--- config.mk ---
export PLATFORM = sky130hd
export DESIGN_NAME = mcycle_ctrl_flat
export DESIGN_NICKNAME = d
export VERILOG_FILES = /design/src/rtl/mcycle_pkg.sv /design/src/rtl/mcycle_ctrl_if.sv /design/src/rtl/mcycle_iter_cnt.sv /design/src/rtl/mcycle_ctrl.sv /design/src/flat_wrapper.sv
export SDC_FILE = /design/constraint.sdc
export NUM_CORES = 1
export LEC_CHECK = 0
export CAP_MARGIN = 20
export CORE_AREA = 3 3 40 42
export CTS_BUF_LIST = sky130_fd_sc_hd__clkbuf_2 sky130_fd_sc_hd__clkbuf_4 sky130_fd_sc_hd__clkbuf_8
export DETAILED_ROUTE_END_ITERATION = 10
export DIE_AREA = 0 0 43 45
export GPL_TIMING_DRIVEN = 0
export PLACE_DENSITY_LB_ADDON = 0.12
export SLEW_MARGIN = 20
export SYNTH_ARGS = -nofsm -noshare
export SYNTH_HDL_FRONTEND = slang
export SYNTH_SLANG_ARGS = --single-unit
--- constraint.sdc ---
create_clock -name CLK -period 3.9 [get_ports CLK]
set_input_delay 0.78 -clock CLK [delete_from_list [all_inputs] [get_ports CLK]]
set_output_delay 0.78 -clock CLK [all_outputs]
set_load 0.1 [all_outputs]
--- src/rtl/mcycle_pkg.sv ---
// mcycle_pkg: shared state encoding, op codes and default width for the mul/div sequencer
package mcycle_pkg;
  typedef enum logic [1:0] {IDLE = 2'd0, RUN = 2'd1, FIX = 2'd2, DONE = 2'd3} state_t;
  localparam logic OP_MUL = 1'b0;
  localparam logic OP_DIV = 1'b1;
  localparam int DEF_WIDTH = 32;
endpackage

--- src/rtl/mcycle_ctrl_if.sv ---
// mcycle_ctrl_if: decoder/datapath bundle (master drives M_Start/MCycleOp/CondEx/Flush/Early, slave drives Load/Step/Fix/Done/Busy/Stall/OpQ/Count)
interface mcycle_ctrl_if #(parameter int WIDTH = mcycle_pkg::DEF_WIDTH);
  localparam int CNT_W = $clog2(WIDTH) + 1;
  logic M_Start, MCycleOp, CondEx, Flush, Early;
  logic Load, Step, Fix, Done, Busy, Stall, OpQ;
  logic [CNT_W-1:0] Count;
  modport master(output M_Start, MCycleOp, CondEx, Flush, Early,
                 input Load, Step, Fix, Done, Busy, Stall, OpQ, Count);
  modport slave(input M_Start, MCycleOp, CondEx, Flush, Early,
                output Load, Step, Fix, Done, Busy, Stall, OpQ, Count);
endinterface

--- src/rtl/mcycle_iter_cnt.sv ---
// mcycle_iter_cnt: clear/enable iteration counter saturating at WIDTH-1 (clk, rst, clr_i, en_i in; cnt_o, last_o terminal flag out)
module mcycle_iter_cnt
  import mcycle_pkg::*;
#(
  parameter int WIDTH = DEF_WIDTH,
  localparam int CNT_W = $clog2(WIDTH) + 1
) (
  input  logic             clk,
  input  logic             rst,
  input  logic             clr_i,
  input  logic             en_i,
  output logic [CNT_W-1:0] cnt_o,
  output logic             last_o
);
  logic [CNT_W-1:0] cnt_q, cnt_d;
  assign last_o = cnt_q == CNT_W'(WIDTH - 1);
  assign cnt_o  = cnt_q;
  always_comb cnt_d = clr_i ? '0 : (en_i && !last_o) ? cnt_q + 1'b1 : cnt_q;
  always_ff @(posedge clk)
    if (rst) cnt_q <= '0;
    else cnt_q <= cnt_d;
endmodule

--- src/rtl/mcycle_ctrl.sv ---
// mcycle_ctrl: mul/div sequencer (CLK, RESET, bus.slave: M_Start/MCycleOp/CondEx/Flush/Early in, Load/Step/Fix/Done/Busy/Stall/OpQ/Count out); MCYCLE_EARLY_EXIT_EN enables early multiply exit
module mcycle_ctrl
  import mcycle_pkg::*;
#(
  parameter int WIDTH = DEF_WIDTH
) (
  input  logic         CLK,
  input  logic         RESET,
  mcycle_ctrl_if.slave bus
);
  state_t state_q, state_d;
  logic op_q, go, load, last, fin;
  assign go   = bus.M_Start & bus.CondEx & ~bus.Flush;
  assign load = (state_q == IDLE) & go;
`ifdef MCYCLE_EARLY_EXIT_EN
  assign fin = last | ((op_q == OP_MUL) & bus.Early);
`else
  assign fin = last;
`endif
  always_comb
    state_d = bus.Flush ? IDLE :
              state_q == IDLE ? (go ? RUN : IDLE) :
              state_q == RUN  ? (fin ? (op_q == OP_DIV ? FIX : DONE) : RUN) :
              state_q == FIX  ? DONE : IDLE;
  always_ff @(posedge CLK)
    if (RESET) begin
      state_q <= IDLE;
      op_q    <= OP_MUL;
    end else begin
      state_q <= state_d;
      if (load) op_q <= bus.MCycleOp;
    end
  mcycle_iter_cnt #(.WIDTH(WIDTH)) u_cnt (
    .clk   (CLK),
    .rst   (RESET),
    .clr_i (load | bus.Flush),
    .en_i  (state_q == RUN),
    .cnt_o (bus.Count),
    .last_o(last)
  );
  assign bus.Load  = load;
  assign bus.Step  = state_q == RUN;
  assign bus.Fix   = state_q == FIX;
  assign bus.Done  = (state_q == DONE) & ~bus.Flush;
  assign bus.Busy  = (state_q == RUN) | (state_q == FIX);
  assign bus.Stall = load | bus.Busy;
  assign bus.OpQ   = op_q;
endmodule

--- src/flat_wrapper.sv ---
// flat-port wrapper written by rule: the top's interface ports become plain ports
module mcycle_ctrl_flat import mcycle_pkg::*;
#(
  parameter int WIDTH = DEF_WIDTH
)
  (CLK, RESET, bus_M_Start, bus_MCycleOp, bus_CondEx, bus_Flush, bus_Early, bus_Load, bus_Step, bus_Fix, bus_Done, bus_Busy, bus_Stall, bus_OpQ, bus_Count);
  mcycle_ctrl_if #(.WIDTH(WIDTH)) bus_i ();
  input  logic CLK;
  input  logic RESET;
  input wire logic [$bits(bus_i.M_Start)-1:0] bus_M_Start;
  input wire logic [$bits(bus_i.MCycleOp)-1:0] bus_MCycleOp;
  input wire logic [$bits(bus_i.CondEx)-1:0] bus_CondEx;
  input wire logic [$bits(bus_i.Flush)-1:0] bus_Flush;
  input wire logic [$bits(bus_i.Early)-1:0] bus_Early;
  output wire logic [$bits(bus_i.Load)-1:0] bus_Load;
  output wire logic [$bits(bus_i.Step)-1:0] bus_Step;
  output wire logic [$bits(bus_i.Fix)-1:0] bus_Fix;
  output wire logic [$bits(bus_i.Done)-1:0] bus_Done;
  output wire logic [$bits(bus_i.Busy)-1:0] bus_Busy;
  output wire logic [$bits(bus_i.Stall)-1:0] bus_Stall;
  output wire logic [$bits(bus_i.OpQ)-1:0] bus_OpQ;
  output wire logic [$bits(bus_i.Count)-1:0] bus_Count;
  assign bus_i.M_Start = bus_M_Start;
  assign bus_i.MCycleOp = bus_MCycleOp;
  assign bus_i.CondEx = bus_CondEx;
  assign bus_i.Flush = bus_Flush;
  assign bus_i.Early = bus_Early;
  assign bus_Load = bus_i.Load;
  assign bus_Step = bus_i.Step;
  assign bus_Fix = bus_i.Fix;
  assign bus_Done = bus_i.Done;
  assign bus_Busy = bus_i.Busy;
  assign bus_Stall = bus_i.Stall;
  assign bus_OpQ = bus_i.OpQ;
  assign bus_Count = bus_i.Count;
  mcycle_ctrl #(.WIDTH(WIDTH)) u_core (.CLK(CLK), .RESET(RESET), .bus(bus_i));
endmodule
# Word-level counts from Yosys, hierarchy flattened

Cells that the tools add are included.

Register bits after elaboration: 9
Bits of input ports: 7
Output and inout port bits: 13
Word-level logic and storage cells: 27

Add/subtract/negate cells: 1
Equal/unequal tests: 4
Multiplexer cells: 6
Bitwise logic cells: 8
Reductions and logical operators: 5

Operator list:

| operator                                             | count |
|---|---|
| two-way mux 2 bit                                    | 4 |
| adder 6 x 1 -> 6 bit (second input constant)         | 1 |
| equality test 6 x 5 -> 1 bit (second input constant) | 1 |
| AND 1 bit                                            | 4 |
| equality test 2 bit (second input constant)          | 2 |
| OR reduction 2 bit                                   | 2 |
| OR 1 bit                                             | 3 |
| equality test 2 x 1 -> 1 bit (second input constant) | 1 |
| zero test 2 bit                                      | 1 |
| two-way mux 1 bit                                    | 2 |
| logical AND 1 bit                                    | 1 |
| zero test 1 bit                                      | 1 |
| NOT 1 bit                                            | 1 |

# Logic depth before layout (Yosys ltp)

Word-level depth: 5
Mapped depth: 5
Gate-level depth less buffers: 5

# Modules after synthesis

From an unflattened synthesis, not the netlist that was laid out.

Cells, all modules: 55
Area total of the unflattened synthesis: 529.3 um^2

Modules (own cells, without submodules):

| module          | times used | cells an instance | area an instance (um^2) | sequential area each (um^2) |
|---|---|---|---|---|
| mcycle_iter_cnt | 1          | 33                | 319.1                   | 120.1 |
| mcycle_ctrl     | 1          | 22                | 210.2                   | 60.1 |

# Worst setup path before layout

No wires, ideal clock.

Path type: input -> output
Start: input bus_Flush
End: output bus_Stall
Arrival time: 2.290 ns
Setup slack: 0.830 ns
Cell stages on the path: 2
Path buffers: 0
Cell sequence: and4b_1 > or2_2

Longest elaborated chain between the ends: 4

Ends and longest elaborated chain:

| what        | line               | text |
|---|---|---|
| from (decl) | flat_wrapper.sv:13 | `input wire logic [$bits(bus_i.Flush)-1:0] bus_Flush;` |
| NOT 1 bit   | mcycle_ctrl.sv:13  | `assign go = bus.M_Start & bus.CondEx & ~bus.Flush;` |
| AND 1 bit   | mcycle_ctrl.sv:13  |  |
| AND 1 bit   | mcycle_ctrl.sv:14  | `assign load = (state_q == IDLE) & go;` |
| OR 1 bit    | mcycle_ctrl.sv:46  | `assign bus.Stall = load \| bus.Busy;` |
| to (decl)   | flat_wrapper.sv:20 | `output wire logic [$bits(bus_i.Stall)-1:0] bus_Stall;` |

No other way between the ends.

# Worst setup path after layout

Same ends and word-level chain as after synthesis.

==> run metrics <==
# diodes 0; worst skew pair latency 260 ps; CTS Buffer Depth 2; fill count 135; worst hold slack 501 ps; Yosys top cell area share 36.5%; max-slew violations 0; #FFs+latches synth 9; chip height 45 um; cts hold-fix bufs 0; register area share after synthesis 36.5%; clk_skew 1.35 ps; peak supply drop 175 uV; CTS Buf Count 3; Final Util 56.3%; Setup crit start kind primary input; clock slew at reported path FFs 60 ps; Die X-Extent 43 um; die area 0.00194 mm2; post-DP HPWL 896 um; drt pass-1 iters 3; GRT Total Usage 14.3%; Top delay family on crit path buffers and inverters; routability cong. 0.719; Static Leak 0.000264 uW; Post-synth EDFFs 0; synthesized area 494 um2; CORE AREA 0.00128 mm2; IO Count 20; TritonCTS clock tree built; top cells by area, synth dfxtp_1, ha_1, mux2i_1; Worst Setup End Kind output pin; DRT iter0 DRCs 2; Arr. time, crit path 2920 ps; main flop type after synthesis dfxtp_1; number of synthesis warnings 0; layout cells sized above 1 7.69%; P per Cell Area 273 mW/mm2; grt ovf 0; required time of the critical path 3120 ps; setup TNS 0 ps; Max-slew headroom 35.0%; critical path's largest stage delay 1110 ps; pin slew with the least headroom to its limit 972 ps; CP cell instances clkdlybuf4s50_1 > and4b_1 > or2_2 > clkdlybuf4s50_1; clock root buffer clkbuf_4; maxcap violations 0; critical path class in2out; # setup viols final 0; Cell variety after synth 23; via count 490; FMAX 270 MHz; fraction of registers with async set/reset 0%; Setup Fix Bufs, Post-CTS 0; Final Critical Period 3700 ps; final period utilization 94.9%; slowest cell on the critical path clkdlybuf4s50_1; Area Growth Syn to Fin 46.3%; CTS resizes 0; NumNets Final 91; final hold vios 0; most used cell, CP clkdlybuf4s50_1; initial antenna violation count 0; Port Buffers 18; Starting Density 38.5%; detailed-route DRC error count 0; status completed; CTS sink cnt 9; number of H-tree levels 1; Routed Wire Length 1190 um; WL/cell 12.8 um; row cnt 13; critical path peak fanout 6; vias in the first global route 455; first-pass GRT wire length 2090 um; HP Class reg2reg; syn nets 68; largest area contributor in the netlist dfxtp_1; Avg Cell Area, Syn 8.83 um2; final antenna-violating net count 0; largest net degree at the start of global routing 9; non-filler cells in the finished layout 93; Placed Instances 89; CP Buf/Inv Count 2; Synth Instances 56; unrepaired setup endpoints after global routing false; Vias per Instance 5.27
==> cell usage in the layout, fill, tap and decap left out, drive strengths merged, types with 3 or more instances in the layout <==
master / count
nand2: 8
inv: 4
clkdlybuf4s50: 18
dfxtp: 9
ha: 5
a21oi: 3
clkbuf: 4
a211oi: 3
mux2i: 3
==> power breakdown <==
| group | total (uW) | switching, uW | internal [uW] |
|---|---|---|---|
| clock | 79.5 | 33.1 | 46.4 |
| combinational | 25.4 | 16.6 | 8.79 |
| sequential | 92.7 | 0.324 | 92.3 |
| total | 198 | 50.0 | 148 |
==> cell usage after synthesis, drive strengths merged, types with 2 or more instances <==
| library cell | instances |
|---|---|
| nand4 | 2 |
| ha | 5 |
| inv | 4 |
| mux2i | 3 |
| nor2 | 2 |
| nand2 | 8 |
| dfxtp | 9 |
| a211oi | 3 |
| o21ai | 2 |
| a21oi | 3 |
| nor3 | 2 |
| or2 | 2 |
==> flip-flops by register name, indices dropped and copies added, names as in the netlist <==
register and count:
u_core.bus.OpQ 1, u_core.u_cnt.cnt_o 6, u_core.state_q 2
==> tightest hold or removal path: stages, from the launching register on <==
cell and delay [ps]:
dfxtp_1 320, o21ai_0 70, a21oi_1 60
==> cell type report <==
| cell class | count | area (um2) | area share (%) |
|---|---|---|---|
| multi-input cells | 43 | 299 | 41.3 |
| repair buffers | 18 | 180 | 24.9 |
| well taps | 15 | 18.8 | 2.60 |
| flip-flops and latches | 9 | 180 | 24.9 |
| clock buffers | 4 | 30.0 | 4.15 |
| inverters | 4 | 15.0 | 2.08 |
==> per-layer routing <==
metal / share of wire [%] / GRT usage, %
met1: 50 / 20.1
met2: 44 / 20.1
met4: 2.2 / 9.04
met5: 0 / 0
met3: 4.0 / 2.39
==> metrics by stage <==
step	area (um2)	power, uW	worst slack [ps]
after floorplan	494	110	830
after global placement	693	120	230
after detailed placement	693	120	226
after CTS	723	200	210
after global routing	723	205	166
final	723	198	199
==> path summary, 6_finish.rpt <==
path	slack (ps)	depth (start not counted)	start	end
worst max register to register	2350	4	u_core.u_cnt.cnt_o[0]	u_core.u_cnt.cnt_o[0]
worst max-delay path	200	4	bus_Flush	bus_Stall
worst min register to register	500	2	u_core.bus.OpQ	u_core.bus.OpQ
worst min-delay path	500	2	u_core.bus.OpQ	u_core.bus.OpQ
==> logic make-up after synthesis <==
logic type                 synth area share, %
AOI/OAI and AO/OA                         18.2
adders and majority gates                 12.7
DFF                                       36.5
and+or+nand+nor                           23.5
muxes                                     6.08
buffers and inverters                     3.04
(Power assumes the default switching activity.)
